**config.mk**
```make
export PLATFORM = sky130hd
export DESIGN_NAME = ex_muldiv_unit_flat
export DESIGN_NICKNAME = d
export VERILOG_FILES = /design/src/rtl/ex_muldiv_if.sv /design/src/rtl/ex_muldiv_unit.sv /design/src/flat_wrapper.sv
export SDC_FILE = /design/constraint.sdc
export NUM_CORES = 1
export LEC_CHECK = 0
export BUFFER_PORTS_ARGS = -buffer_cell sky130_fd_sc_hd__buf_2
export CELL_PAD_IN_SITES_DETAIL_PLACEMENT = 1
export CELL_PAD_IN_SITES_GLOBAL_PLACEMENT = 1
export CORE_UTILIZATION = 42
export DETAILED_ROUTE_END_ITERATION = 10
export HOLD_SLACK_MARGIN = 0.03
export PLACE_DENSITY = 0.84
export RECOVER_POWER = 100
export SLEW_MARGIN = 0
export SYNTH_ARGS = -nofsm -noshare
export SYNTH_HDL_FRONTEND = slang
export SYNTH_SLANG_ARGS = --single-unit
```
**constraint.sdc**
```tcl
create_clock -name clock -period 5.7 [get_ports clock]
set_clock_uncertainty 0.2 [all_clocks]
set_input_delay 0.285 -clock clock [delete_from_list [all_inputs] [get_ports clock]]
set_output_delay 0.285 -clock clock [all_outputs]
set_load 0.02 [all_outputs]
```
**src/rtl/ex_muldiv_if.sv**
```systemverilog
// Handshake/bus bundle between the ID/EX pipeline register and the EX-stage
// multiply/divide unit, including the architectural HI/LO outputs.
interface ex_muldiv_if #(
    parameter int WIDTH = 32
);
    logic             op_valid;
    logic [2:0]       op;
    logic             flush;
    logic             hilo_read;
    logic [WIDTH-1:0] DataA;
    logic [WIDTH-1:0] DataB;
    logic [WIDTH-1:0] hi;
    logic [WIDTH-1:0] lo;
    logic             busy;
    logic             stall;
    logic             done;

    modport master (
        output op_valid, op, flush, hilo_read, DataA, DataB,
        input  hi, lo, busy, stall, done
    );

    modport slave (
        input  op_valid, op, flush, hilo_read, DataA, DataB,
        output hi, lo, busy, stall, done
    );
endinterface

```
**src/rtl/ex_muldiv_unit.sv**
```systemverilog
// EX-stage iterative multiply/divide unit: 32-step shift-add multiply,
// restoring divide, HI/LO registers and pipeline stall generation.
//
// state | meaning
// IDLE  | waiting; accepts muldiv ops, MTHI/MTLO write HI/LO directly
// MUL   | one shift-add multiply iteration per cycle (count 0..WIDTH-1)
// DIV   | one restoring divide iteration per cycle (count 0..WIDTH-1)
// FIX   | sign correction, HI/LO write, done pulse
module ex_muldiv_unit #(
    parameter int WIDTH = 32
) (
    input logic         clock,
    input logic         reset,
    ex_muldiv_if.slave  bus
);
    localparam int CW = $clog2(WIDTH);

    localparam logic [2:0] OP_MULT  = 3'b000;
    localparam logic [2:0] OP_MULTU = 3'b001;
    localparam logic [2:0] OP_DIV   = 3'b010;
    localparam logic [2:0] OP_DIVU  = 3'b011;
    localparam logic [2:0] OP_MTHI  = 3'b100;
    localparam logic [2:0] OP_MTLO  = 3'b101;

    typedef enum logic [1:0] {IDLE, MUL, DIV, FIX} state_t;

    state_t             state;
    logic [2*WIDTH-1:0] acc;
    logic [WIDTH-1:0]   opnd;
    logic [WIDTH-1:0]   hi_q;
    logic [WIDTH-1:0]   lo_q;
    logic [CW-1:0]      count;
    logic               is_div;
    logic               neg_q;
    logic               neg_r;
    logic               busy_q;
    logic               done_q;

    logic               legal;
    logic               accept;
    logic               signed_op;
    logic               a_neg;
    logic               b_neg;
    logic [WIDTH-1:0]   a_abs;
    logic [WIDTH-1:0]   b_abs;
    logic [WIDTH:0]     mul_sum;
    logic [2*WIDTH-1:0] mul_next;
    logic [WIDTH:0]     div_sh;
    logic [WIDTH+1:0]   div_trial;
    logic [2*WIDTH-1:0] div_next;
    logic [2*WIDTH-1:0] prod_fix;
    logic [WIDTH-1:0]   quot_fix;
    logic [WIDTH-1:0]   rem_fix;

    assign legal     = (bus.op <= OP_MTLO);
    assign accept    = (state == IDLE) && bus.op_valid && !bus.flush && legal;
    assign signed_op = (bus.op == OP_MULT) || (bus.op == OP_DIV);
    assign a_neg     = signed_op && bus.DataA[WIDTH-1];
    assign b_neg     = signed_op && bus.DataB[WIDTH-1];
    assign a_abs     = a_neg ? -bus.DataA : bus.DataA;
    assign b_abs     = b_neg ? -bus.DataB : bus.DataB;

    // The accumulator is shared: {upper, multiplier} for MUL, {rem, quot} for DIV.
    always_comb begin
        mul_sum   = {1'b0, acc[2*WIDTH-1:WIDTH]} + {1'b0, opnd};
        mul_next  = acc[0] ? {mul_sum, acc[WIDTH-1:1]} : {1'b0, acc[2*WIDTH-1:1]};
        div_sh    = acc[2*WIDTH-1:WIDTH-1];
        div_trial = {1'b0, div_sh} - {2'b00, opnd};
        div_next  = div_trial[WIDTH+1] ? {div_sh[WIDTH-1:0], acc[WIDTH-2:0], 1'b0}
                                       : {div_trial[WIDTH-1:0], acc[WIDTH-2:0], 1'b1};
        prod_fix  = neg_q ? -acc : acc;
        quot_fix  = neg_q ? -acc[WIDTH-1:0] : acc[WIDTH-1:0];
        rem_fix   = neg_r ? -acc[2*WIDTH-1:WIDTH] : acc[2*WIDTH-1:WIDTH];
    end

    always_ff @(posedge clock) begin
        if (reset) begin
            state  <= IDLE;
            acc    <= '0;
            opnd   <= '0;
            hi_q   <= '0;
            lo_q   <= '0;
            count  <= '0;
            is_div <= 1'b0;
            neg_q  <= 1'b0;
            neg_r  <= 1'b0;
            busy_q <= 1'b0;
            done_q <= 1'b0;
        end else begin
            done_q <= 1'b0;
            case (state)
                IDLE: begin
                    if (accept) begin
                        case (bus.op)
                            OP_MTHI: hi_q <= bus.DataA;
                            OP_MTLO: lo_q <= bus.DataA;
                            OP_MULT, OP_MULTU: begin
                                acc    <= {{WIDTH{1'b0}}, b_abs};
                                opnd   <= a_abs;
                                neg_q  <= a_neg ^ b_neg;
                                neg_r  <= 1'b0;
                                is_div <= 1'b0;
                                count  <= '0;
                                busy_q <= 1'b1;
                                state  <= MUL;
                            end
                            default: begin
                                is_div <= 1'b1;
                                busy_q <= 1'b1;
                                count  <= '0;
                                if (bus.DataB == '0) begin
                                    // Divide by zero skips iterations: HI = raw dividend, LO = all-ones.
                                    acc   <= {bus.DataA, {WIDTH{1'b1}}};
                                    neg_q <= 1'b0;
                                    neg_r <= 1'b0;
                                    state <= FIX;
                                end else begin
                                    acc   <= {{WIDTH{1'b0}}, a_abs};
                                    opnd  <= b_abs;
                                    neg_q <= a_neg ^ b_neg;
                                    neg_r <= a_neg;
                                    state <= DIV;
                                end
                            end
                        endcase
                    end
                end
                MUL: begin
                    acc   <= mul_next;
                    count <= count + CW'(1);
                    if (count == CW'(WIDTH-1)) state <= FIX;
                end
                DIV: begin
                    acc   <= div_next;
                    count <= count + CW'(1);
                    if (count == CW'(WIDTH-1)) state <= FIX;
                end
                FIX: begin
                    if (is_div) begin
                        hi_q <= rem_fix;
                        lo_q <= quot_fix;
                    end else begin
                        hi_q <= prod_fix[2*WIDTH-1:WIDTH];
                        lo_q <= prod_fix[WIDTH-1:0];
                    end
                    count  <= '0;
                    busy_q <= 1'b0;
                    done_q <= 1'b1;
                    state  <= IDLE;
                end
                default: state <= IDLE;
            endcase
        end
    end

    assign bus.hi    = hi_q;
    assign bus.lo    = lo_q;
    assign bus.busy  = busy_q;
    assign bus.done  = done_q;
    assign bus.stall = busy_q && ((bus.op_valid && !bus.flush) || bus.hilo_read);
endmodule

```
**src/flat_wrapper.sv**
```systemverilog
// flat-port wrapper written by rule: the top's interface ports become plain ports
module ex_muldiv_unit_flat 
#(
    parameter int WIDTH = 32
)
  (clock, reset, bus_op_valid, bus_op, bus_flush, bus_hilo_read, bus_DataA, bus_DataB, bus_hi, bus_lo, bus_busy, bus_stall, bus_done);
  ex_muldiv_if #(.WIDTH(WIDTH)) bus_i ();
  input logic clock;
  input logic reset;
  input wire logic [$bits(bus_i.op_valid)-1:0] bus_op_valid;
  input wire logic [$bits(bus_i.op)-1:0] bus_op;
  input wire logic [$bits(bus_i.flush)-1:0] bus_flush;
  input wire logic [$bits(bus_i.hilo_read)-1:0] bus_hilo_read;
  input wire logic [$bits(bus_i.DataA)-1:0] bus_DataA;
  input wire logic [$bits(bus_i.DataB)-1:0] bus_DataB;
  output wire logic [$bits(bus_i.hi)-1:0] bus_hi;
  output wire logic [$bits(bus_i.lo)-1:0] bus_lo;
  output wire logic [$bits(bus_i.busy)-1:0] bus_busy;
  output wire logic [$bits(bus_i.stall)-1:0] bus_stall;
  output wire logic [$bits(bus_i.done)-1:0] bus_done;
  assign bus_i.op_valid = bus_op_valid;
  assign bus_i.op = bus_op;
  assign bus_i.flush = bus_flush;
  assign bus_i.hilo_read = bus_hilo_read;
  assign bus_i.DataA = bus_DataA;
  assign bus_i.DataB = bus_DataB;
  assign bus_hi = bus_i.hi;
  assign bus_lo = bus_i.lo;
  assign bus_busy = bus_i.busy;
  assign bus_stall = bus_i.stall;
  assign bus_done = bus_i.done;
  ex_muldiv_unit #(.WIDTH(WIDTH)) u_core (.clock(clock), .reset(reset), .bus(bus_i));
endmodule
```
=== After elaboration in Yosys (flattened, before gate mapping) ===
Cells that the tools add are included.
Widths: inputs -> output; s select.

* Word-level logic and storage cells: 100
* Flip-flop bits (word level): 172
* Input port bits: 72
* Output and inout port bits: 67

* Bitwise operators: 2
* Eq/ne operators: 14
* Reduce and logical (&&, ||, !) cells: 26
* Muxes and demuxes: 38
* Order comparisons: 1
* $add $sub $neg: 8

{| class="wikitable"
|+ Operator list
! kind !! count
|-
| $mux 32 || 11
|-
| $mux 64 || 5
|-
| $pmux 32 s2 || 3
|-
| $pmux 64 s3 || 1
|-
| $neg 32->32 || 4
|-
| $pmux 64 s2 || 1
|-
| $neg 64->64 || 1
|-
| $sub 33x32->34 || 1
|-
| $add 32x32->33 || 1
|-
| $logic_not 32->1 || 1
|-
| $reduce_and 3->1 || 6
|-
| $pmux 5 s3 || 1
|-
| $mux 5 || 2
|-
| $ne 2x2->1 const B || 4
|-
| $pmux 1 s2 || 4
|-
| $logic_and 1x1->1 || 7
|-
| $eq 3x3->1 const B || 2
|-
| $mux 1 || 6
|-
| $pmux 2 s3 || 1
|-
| $reduce_or 2->1 || 3
|-
| $add 5x1->5 const B || 1
|-
| $eq 5x5->1 const B || 1
|-
| $eq 2x2->1 const B || 2
|-
| $mux 2 || 2
|-
| 16 further kinds || 18
|}

=== Depth between registers and ports, before layout ===
Gate-level depths: netlist of the first run.

* Depth in word-level cells: 8
* Gate-level depth with buffers: 14
* Mapped depth without buffers: 14

=== Worst setup path before layout of the first run ===
No wires, ideal clock.

* Kind: reg2reg
* From: register u_core.opnd[1]
* To: register u_core.acc[35]
* Setup time: 0.133 ns
* Path slack: 2.061 ns
* Stages on the path, launching flop included: 13
* Data arrival time: 3.305 ns
* Period minus slack after synthesis: 3.639 ns
* Cell sequence: dfxtp_1 -> inv_1 -> ha_1 -> nor2b_1 -> o31a_1 -> o21ai_0 -> a2111oi_0 -> o211ai_1 -> a21oi_2 -> buf_2 -> mux2_2 -> a221oi_1 -> nor4_1

* Longest elaborated chain between the ends: 3

{| class="wikitable"
|+ RTL lines
! element !! line !! source
|-
| start: declaration || ex_muldiv_unit.sv:29 || <nowiki>logic [WIDTH-1:0] opnd;</nowiki>
|-
| start signal: assignment || ex_muldiv_unit.sv:99 || <nowiki>opnd <= a_abs;</nowiki>
|-
| start signal: assignment || ex_muldiv_unit.sv:119 || <nowiki>opnd <= b_abs;</nowiki>
|-
| $sub 33x32->34 / $add 32x32->33 (equally long branches) || ex_muldiv_unit.sv:68, ex_muldiv_unit.sv:65 ||
|-
| $mux 64 (on tied branches) || ex_muldiv_unit.sv:69, ex_muldiv_unit.sv:66 ||
|-
| $pmux 64 s3 * || ex_muldiv_unit.sv:91 || <nowiki>case (state)</nowiki>
|-
| end signal: assignment || ex_muldiv_unit.sv:98 || <nowiki>acc <= {{WIDTH{1'b0}}, b_abs};</nowiki>
|-
| end signal: assignment || ex_muldiv_unit.sv:113 || <nowiki>acc <= {bus.DataA, {WIDTH{1'b1}}};</nowiki>
|-
| end signal: assignment || ex_muldiv_unit.sv:118 || <nowiki>acc <= {{WIDTH{1'b0}}, a_abs};</nowiki>
|-
| end: declaration || ex_muldiv_unit.sv:28 || <nowiki>logic [2*WIDTH-1:0] acc;</nowiki>
|}

Every way passes the cells marked *; elsewhere a longest branch is shown, timed or not.
A chain may end at the register's enable or synchronous reset.

=== Worst setup path in the final report of the first run ===
* From: register u_core.acc[8]
* To: register u_core.hi_q[16] (netlist: u_core.bus.hi[16])

* Longest elaborated chain between the ends: 4

{| class="wikitable"
|+ RTL lines
! element !! line !! source
|-
| $neg 64->64 || ex_muldiv_unit.sv:71 || <nowiki>prod_fix = neg_q ? -acc : acc;</nowiki>
|-
| $mux 64 || ex_muldiv_unit.sv:71 ||
|-
| $mux 32 || ex_muldiv_unit.sv:139 || <nowiki>if (is_div) begin</nowiki>
|-
| $pmux 32 s2 || ex_muldiv_unit.sv:91 ||
|-
| end signal: assignment || ex_muldiv_unit.sv:95 || <nowiki>OP_MTHI: hi_q <= bus.DataA;</nowiki>
|-
| end signal: assignment || ex_muldiv_unit.sv:140 || <nowiki>hi_q <= rem_fix;</nowiki>
|-
| end signal: assignment || ex_muldiv_unit.sv:143 || <nowiki>hi_q <= prod_fix[2*WIDTH-1:WIDTH];</nowiki>
|-
| end: declaration || ex_muldiv_unit.sv:30 || <nowiki>logic [WIDTH-1:0] hi_q;</nowiki>
|}

No other way between the ends.

==> flow_summary.toml, run 1 <==
[cts]
cts-root-buf = "clkbuf_16"
clock_sinks = 172
cts_setup_buffers = 0
clock_path_buffers = 2
cts_tree = "built"
clock_latency_ns = 0.47
ctsResizeCount = 0
clkTransAtPathRegs_ns = 0.08
htree_levels = 4
cts_buffers = 17

[detailed_routing]
wl_per_cell_um = 26.9
routed_wirelength_mm = 71.4
vias_per_cell = 6.60
vias = 17500
drt-initial-drc-count = 1796
ant_nets = 0
drc_errors = 0
dr.pass1.iters = 5

[sta]
max_slew.worst_pin.slew_ns = 2.80
fmax_ghz = 0.199
relSlewSlack = -0.866
fin_crit_sh = 0.882
slew_viol_final = 176
finalWorstPathRequiredPeriod_ns = 5.02
rsz0062_at_grt = "false"
final-setup-viol-count = 0
setup_tns_ns = 0
hold_viol = 0

[power]
power_density_nw_per_um2 = 579
ir_drop_mv = 0.632
leakage_uw = 0.00657

[setup_path]
start_kind = "register"
crit_path_max_fanout = 10
r2r-end = "u_core.bus.hi[16]"
cp-end-kind = "register"
crit_type = "register to register"
crit_arrival_ns = 5.19
reg2reg_from = "u_core.acc[8]"
critPathRequiredTime_ns = 5.87
ff2ff_path_depth = 10
r2r_slack_ns = 0.68

[yosys]
yosys.area.top_type_share = 0.227
syn_avg_cell_area_um2 = 7.10
synth_seq_area_share = 0.227
yosysTopAreaCell = "dfxtp_1"
synth_cell_types = 76
synthTopCellsByArea = "dfxtp_1, a21oi_1, nor2_1"
syn_area_um2 = 15200
synth-warning-count = 0
syn_nets = 2286
synth_edf_count = 0
synth_flop_cell = "dfxtp_1"
ys_async_sr_fraction = 0
netlist_instances = 2138
ys_ff_latch = 172

[global_route]
grt_use_total = 0.383
grt_max_degree = 77
grt_pass1_wl_mm = 106
gr-total-overflow = 0
first_global_vias = 17100
antenna_found_initial = 3

[min_path]
holdPathEnd = "u_core.acc[60]"
hold_path_depth = 3
min_from = "bus_DataA[28]"
min_path_type = "input port to register"

[placement]
port_buffers = 138
dpl.hpwl_mm = 53.3
gp_congestion = 0.977

[floorplan]
io_pins = 139
core_um2 = 35600
rows = 69
initial_core_util = 0.427
chipHeight_um = 192
dieWidth_um = 192
die-area_um2 = 36900

[flow_run]
cap_violations = 4

[finish]
n_antenna_cell = 0
final_nets = 2327
syn_to_final_growth_pct = 9.72
drive_above_1_share = 0.0762
final_util = 0.468

[status]
violations = "max-capacitance violations, max-slew violations"
status = "finished, violations left"
[worst max path at each step]
stage / start / to / depth (start not counted)
3_5_place_dp: u_core.opnd[1] / u_core.acc[55] / 13
5_1_grt: u_core.opnd[1] / u_core.acc[52] / 12
3_3_place_gp: u_core.acc[36] / u_core.acc[55] / 12
6_report: u_core.acc[8] / u_core.bus.hi[16] / 10
4_1_cts: u_core.opnd[1] / u_core.acc[55] / 13
2_1_floorplan: u_core.opnd[1] / u_core.acc[35] / 12
[per-stage QoR]
step / worst slack [ns] / cells / total power, uW / hold slack, ns / area [um2]
after floorplan: 2.06 / 2138 / 6240 / 0.221 / 15200
after global placement: 1.28 / 2618 / 8110 / 0.231 / 16200
after detailed placement: 1.02 / 2618 / 8220 / 0.234 / 16200
after CTS: 0.967 / 2653 / 9530 / 0.0413 / 16800
after global routing: 0.415 / 2653 / 10200 / 0.0738 / 16700
final: 0.675 / 2653 / 9650 / 0.0605 / 16700
[routing by layer]
layer	track usage	routed length (um)
met1	0.494	28900
met2	0.588	31200
met3	0.0788	6610
met4	0.226	4610
met5	0	41
[cells by family after synthesis]
logic type                 Yosys count  share of synthesized area
muxes                               38                     0.0262
DFF                                172                      0.227
xor gates and xnor gates           173                     0.0998
adders and majority gates           76                     0.0636
and+or+nand+nor                    726                      0.219
AOI/OAI and AO/OA                  716                      0.304
buffers and inverters              237                     0.0600
[Yosys cell counts (all sizes together), types with 8 or more instances]
library cell / number
o21a: 12
a211oi: 84
o31ai: 20
or4: 18
xor2: 92
inv: 77
mux2i: 24
or2: 8
a221oi: 21
or3: 21
o211ai: 18
a2111oi: 11
clkbuf: 144
and2: 16
mux2: 14
a21oi: 246
a311oi: 9
nor2b: 10
ha: 74
nor2: 280
a22oi: 29
and3: 10
nand4: 18
dfxtp: 172
a21o: 32
nor3b: 8
xnor2: 81
o221ai: 9
o41ai: 8
nor4: 27
nand3: 33
nand2: 183
nor3: 70
o21bai: 11
a22o: 18
a221o: 10
o21ai: 117
a31oi: 17
nand2b: 13
buf: 15
[placed cells by master, fill, tap and decap left out, drive strengths merged, types with 81 or more instances in the layout]
master and instances:
nor2 280, a21oi 246, nand2 183, dfxtp 172, o21ai 117, buf 101
clkbuf 95, xor2 92, a211oi 84, inv 83, xnor2 81
[report_power, final]
| part | leakage (uW) | switching, uW | total [uW] | internal [uW] |
|---|---|---|---|---|
| logic | 0.00489 | 4210 | 6420 | 2210 |
| clock network | 0.000281 | 620 | 1250 | 626 |
| registers | 0.00140 | 469 | 1990 | 1520 |
[layout make-up]
class | count | area [um2]
fillers | 4616 | 18900
clock inverters | 15 | 178
repair buffers | 182 | 908
multi-input cells | 1729 | 10800
well taps | 461 | 577
inverters | 77 | 289
flip-flops and latches | 172 | 3440
clock buffers | 17 | 425
[registers in the layout, indices dropped and copies added, names as in the netlist, 2 cells and up]
signal         count
u_core.acc        64
u_core.bus.hi     32
u_core.bus.lo     32
u_core.opnd       32
u_core.count       5
u_core.state       2
[critical path: stages (launching register included)]
cell      delay [ns]
dfxtp_1         0.31
clkbuf_1        0.18
or4_1           0.58
nor3_1          0.73
nand4_1         0.39
or2_0           0.38
o21ai_0         1.10
o21ai_0         0.40
xor2_1          0.23
mux2i_1         0.10
a211oi_1        0.33
[timing repair]
action	4_1_cts	5_1_grt
hold buffers	3	0
setup endpoints to repair	0	0
endpoints found under the hold margin	3	0
(Power assumes the default switching activity.)
==> run 2: changes to the inputs <==
--- a/config.mk
+++ b/config.mk
@@ -8,11 +8,11 @@
 export BUFFER_PORTS_ARGS = -buffer_cell sky130_fd_sc_hd__buf_2
 export CELL_PAD_IN_SITES_DETAIL_PLACEMENT = 1
 export CELL_PAD_IN_SITES_GLOBAL_PLACEMENT = 1
-export CORE_UTILIZATION = 42
+export CORE_UTILIZATION = 40
 export DETAILED_ROUTE_END_ITERATION = 10
 export HOLD_SLACK_MARGIN = 0.03
 export PLACE_DENSITY = 0.84
-export RECOVER_POWER = 100
+export RECOVER_POWER = 50
 export SLEW_MARGIN = 0
 export SYNTH_ARGS = -nofsm -noshare
 export SYNTH_HDL_FRONTEND = slang
==> constraint.sdc (replaced) <==
create_clock -name clock -period 4.5 [get_ports clock]
set_clock_uncertainty 0.2 [all_clocks]
set_input_delay 0.225 -clock clock [delete_from_list [all_inputs] [get_ports clock]]
set_output_delay 0.225 -clock clock [all_outputs]
set_load 0.02 [all_outputs]
==> run 2 against run 1 <==
Net effect: die area increased by 4.9%; the flow still finishes with violations (max-capacitance violations, max-slew violations); sequential share of layout area down 0.52 points; sequential cell count is the same; routed wire length up 0.61%; first-iteration DRC count is 1.4% lower; hold slack lost 0.012 ns; critical endpoint is now u_core.acc[41]; critical path depth increased by 4.
==> flow_summary.toml, run 2 (synthesized netlist as in run 1, its figures left out) <==
[detailed_routing]
drt-initial-drc-count = 1771
wl_per_cell_um = 26.2
vias_per_cell = 6.48
drc_errors = 0
routed_wirelength_mm = 71.8
dr.pass1.iters = 5
vias = 17800
ant_nets = 0

[finish]
final_cell_mix = "nor2_1, a21oi_1, nand2_1, dfxtp_1, o21ai_0"
multiInputGateArea_um2 = 10900
largest_reg_flops = 64
n_fill_cell = 4817
drive_above_1_share = 0.0935
final-seq-area_um2 = 3440
syn_to_final_growth_pct = 12.6
regMostFlops = "u_core.acc"
final_common_cell = "nor2_1"
final_cells = 2742
final_nets = 2372

[status]
violations = "max-capacitance violations, max-slew violations"
status = "finished, violations left"

[floorplan]
chipHeight_um = 197
die-area_um2 = 38700
io_pins = 139
rows = 70
initial_core_util = 0.411
core_um2 = 37000
dieWidth_um = 197

[power]
ir_drop_mv = 0.404
power_density_nw_per_um2 = 732
leakage_uw = 0.00681
totalPowerFinal_uw = 12500

[global_route]
met2_usage = 0.566
first_global_vias = 17500
grt_max_degree = 61
grt_use_total = 0.367
grt_use_met1 = 0.473
gr-total-overflow = 0
gr-usage-met3 = 0.0779
top_usage_layer = "met2"
antenna_found_initial = 3
grt_pass1_wl_mm = 107

[setup_path]
crit_arrival_ns = 4.48
crit_type = "register to register"
cp-end-kind = "register"
crit_path_max_fanout = 16
critPathRequiredTime_ns = 4.62
cp_slowest_cell = "a2111oi_0"
path_cells = "inv_1 > ha_1 > nor2b_1 > o31a_1 > o21ai_0 > a2111oi_0 > buf_4 > o211ai_1 > a21oi_2 > buf_12 > mux2i_1 > nor2_1 > a2111oi_0 > nor3_1"
max_stage_delay_ns = 0.69
crit_buf_inv = 3
start_kind = "register"
path_delay_family = "compound AO/OA/AOI/OAI gates"
critPathMostFrequentCell = "a2111oi_0"

[cts]
ctsResizeCount = 0
clock_latency_ns = 0.48
cts-root-buf = "clkbuf_16"
cts_setup_buffers = 0
clock_sinks = 172
htree_levels = 4
clkTransAtPathRegs_ns = 0.08
cts_tree = "built"
clock_path_buffers = 2
cts_buffers = 17
cts_hold_buf = 12

[placement]
gp_congestion = 1.00
dp.cells = 2696
port_buffers = 138
dpl.hpwl_mm = 54.5

[sta]
holdWs_ns = 0.0482
max_slew.worst_pin.slew_ns = 2.03
setup_tns_ns = 0
relSlewSlack = -0.351
hold_viol = 0
finalWorstPathRequiredPeriod_ns = 4.36
fin_crit_sh = 0.968
final-setup-viol-count = 0
fmax_ghz = 0.229
rsz0062_at_grt = "false"
slew_viol_final = 55

[min_path]
min_path_type = "input port to register"

[flow_run]
cap_violations = 1
==> run 2: cell count changes in the layout (fill, tap and decap cells not counted), sizes merged <==
cell / change
diode: +2
clkbuf: -4
clkinvlp: -1
clkinv: -1
buf: +40
dlygate4sd3: +10
==> run 2: cell type report <==
type                            count  area share
Multi-Input combinational cell   1729       0.635
Sequential cell                   172       0.201
Timing Repair Buffer              227      0.0761
Tap cell                          504      0.0369
Clock buffer                       18      0.0257
Inverter                           77      0.0169
Clock inverter                     13     0.00776
Antenna cell                        2    0.000293
==> run 2: per-stage QoR <==
stage	utilization	setup WS, ns	area, um2
after floorplan	-	0.861	15200
after CTS	0.466	0.322	17200
after detailed placement	0.447	0.409	16500
final	0.462	0.142	17100
after global placement	0.447	0.649	16500
after global routing	0.462	0.104	17100
==> run 2: path summary, 6_finish.rpt <==
kind,slack (ns),depth (start not counted),start,to
max,0.14,14,u_core.acc[31],u_core.acc[41]
min,0.05,3,bus_DataA[21],u_core.acc[53]
max reg2reg,0.14,14,u_core.acc[31],u_core.acc[41]
min reg2reg,0.25,2,u_core.bus.hi[25],u_core.bus.hi[25]
==> run 2: where the power goes <==
part           switching (uW)  internal [uW]
Clock                     754            789
Combinational            5590           3020
Sequential                443           1920
Total                    6790           5730
==> run 2: tightest hold or removal path, delay by kind of cell <==
| family | cells | cell delay [ns] |
|---|---|---|
| buf+inv | 1 | 0.22 |
| compound gates | 1 | 0.16 |
| simple gates | 1 | 0.06 |
==> run 2: routing by layer <==
metal	routed length [um]	vias up
li1	-	7944
met1	29300	8707
met2	31400	917
met3	6650	198
met4	4410	2
met5	12	-
==> run 3: changes to the inputs <==
--- a/config.mk
+++ b/config.mk
@@ -8,6 +8,7 @@
 export BUFFER_PORTS_ARGS = -buffer_cell sky130_fd_sc_hd__buf_2
 export CELL_PAD_IN_SITES_DETAIL_PLACEMENT = 1
 export CELL_PAD_IN_SITES_GLOBAL_PLACEMENT = 1
+export CORE_MARGIN = 1
 export CORE_UTILIZATION = 40
 export DETAILED_ROUTE_END_ITERATION = 10
 export HOLD_SLACK_MARGIN = 0.03
==> constraint.sdc (replaced) <==
create_clock -name clock -period 4.5 [get_ports clock]
set_clock_uncertainty 0.2 [all_clocks]
set_input_delay 0.45 -clock clock [delete_from_list [all_inputs] [get_ports clock]]
set_output_delay 0.45 -clock clock [all_outputs]
set_load 0.02 [all_outputs]
==> run 3 against run 2 <==
Net effect: routed wire length about the same; sequential power about the same; the run still ends with max-capacitance violations, max-slew violations left; cell count shrank 0.98%; critical endpoint is now u_core.acc[61].
==> flow_summary.toml, run 3 (synthesized netlist as in run 1, its figures left out) <==
[global_route]
grt_use_total = 0.367
grt_max_degree = 88
antenna_found_initial = 2
first_global_vias = 17200
grt_pass1_wl_mm = 107
gr-total-overflow = 0

[setup_path]
crit_arrival_ns = 4.24
cp_slowest_cell = "dfxtp_1"
crit_path_max_fanout = 8
ff2ff_path_depth = 14
crit_type = "register to register"
critPathMostFrequentCell = "a211oi_1"
start_kind = "register"
critPathRequiredTime_ns = 4.68
cp-end-kind = "register"
crit_cells = 14
max_stage_delay_ns = 0.52
path_cells = "ha_1 > inv_1 > fa_1 > nand2b_1 > a21oi_1 > o21a_1 > o21ai_0 > a211oi_1 > buf_4 > o2111ai_1 > a211oi_1 > xor2_1 > nand2_1 > a211oi_1"
reg2reg_from = "u_core.acc[32]"
path_delay_family = "compound AO/OA/AOI/OAI gates"
startpoint = "u_core.acc[32]"
crit_buf_inv = 2

[sta]
rsz0062_at_grt = "false"
fmax_ghz = 0.246
setup_tns_ns = 0
final-setup-viol-count = 0
finalWorstPathRequiredPeriod_ns = 4.06
fin_crit_sh = 0.902
slew_viol_final = 65
max_slew.worst_pin.slew_ns = 2.55
relSlewSlack = -0.700
hold_viol = 0

[detailed_routing]
dr.pass1.iters = 6
wl_per_cell_um = 26.4
drt-initial-drc-count = 1814
ant_nets = 0
routed_wirelength_mm = 71.8
vias = 17600
drc_errors = 0
vias_per_cell = 6.47

[finish]
largest_reg_flops = 64
final_common_cell = "nor2_1"
syn_to_final_growth_pct = 11.0
n_antenna_cell = 0
final_nets = 2346
final_cell_mix = "nor2_1, a21oi_1, nand2_1, dfxtp_1, o21ai_0"
drive_above_1_share = 0.0886
regMostFlops = "u_core.acc"

[power]
leakage_uw = 0.00669
totalPowerFinal_uw = 12300
ir_drop_mv = 0.580
power_density_nw_per_um2 = 732

[floorplan]
io_pins = 139
initial_core_util = 0.411
core_um2 = 37000
rows = 70
dieWidth_um = 197
die-area_um2 = 38700
chipHeight_um = 197

[min_path]
min_from = "bus_op[1]"
hold_path_depth = 3
min_path_type = "input port to register"

[cts]
clock_path_buffers = 2
ctsResizeCount = 0
clock_latency_ns = 0.47
cts-root-buf = "clkbuf_16"
cts_tree = "built"
cts_buffers = 17
cts_hold_buf = 0
cts_setup_buffers = 0
clkTransAtPathRegs_ns = 0.08
clock_sinks = 172
htree_levels = 4

[flow_run]
cap_violations = 1

[placement]
gp_congestion = 1.01
port_buffers = 138
dpl.hpwl_mm = 54.8

[status]
status = "finished, violations left"
violations = "max-capacitance violations, max-slew violations"
-- run 3: changes by cell type in the layout (fill, tap and decap cells not counted), sizes merged, moves of 2 or more --
cell,change
buf,-14
diode,-2
clkinv,+2
dlygate4sd3,-13
-- run 3: report_power, final --
part           switching [uW]  leakage (uW)  total (uW)  internal (uW)
registers                 457       0.00140        2380           1920
logic                    5490       0.00501        8430           2940
clock network             777      0.000278        1520            748
-- run 3: cell type report --
type	count	area, um2
fillers	4835	20100
multi-input cells	1729	10900
flip-flops and latches	172	3440
repair buffers	201	1070
well taps	504	631
clock buffers	18	439
inverters	77	289
clock inverters	14	131
-- run 3: path summary, 6_finish.rpt --
check                           end  slack [ns]
setup / recovery     u_core.acc[61]        0.44
hold / removal        u_core.is_div        0.21
setup reg to reg     u_core.acc[61]        0.44
hold reg to reg   u_core.bus.hi[25]        0.26
-- run 3: worst min-delay path, stage by stage --
cell and delay [ns]:
buf_2 0.18, nand2_1 0.12, a21oi_1 0.06
-- run 3: layer usage --
metal,global-route usage,part of all wire,vias to the layer above
li1,-,-,7886
met1,0.469,0.41,8619
met2,0.576,0.44,847
met3,0.0671,0.082,222
met4,0.212,0.062,4
met5,0,0.00033,-
-- run 3: through the flow --
stage / hold slack, ns / instance area [um2] / cells / worst slack (ns) / util
6_report: 0.212 / 16900 / 2715 / 0.441 / 0.456
3_3_place_gp: 0.233 / 16400 / 2683 / 0.613 / 0.444
3_5_place_dp: 0.245 / 16400 / 2683 / 0.547 / 0.444
5_1_grt: 0.195 / 16900 / 2715 / 0.130 / 0.456
2_1_floorplan: 0.236 / 15200 / 2138 / 0.861 / -
4_1_cts: 0.168 / 17000 / 2715 / 0.504 / 0.460
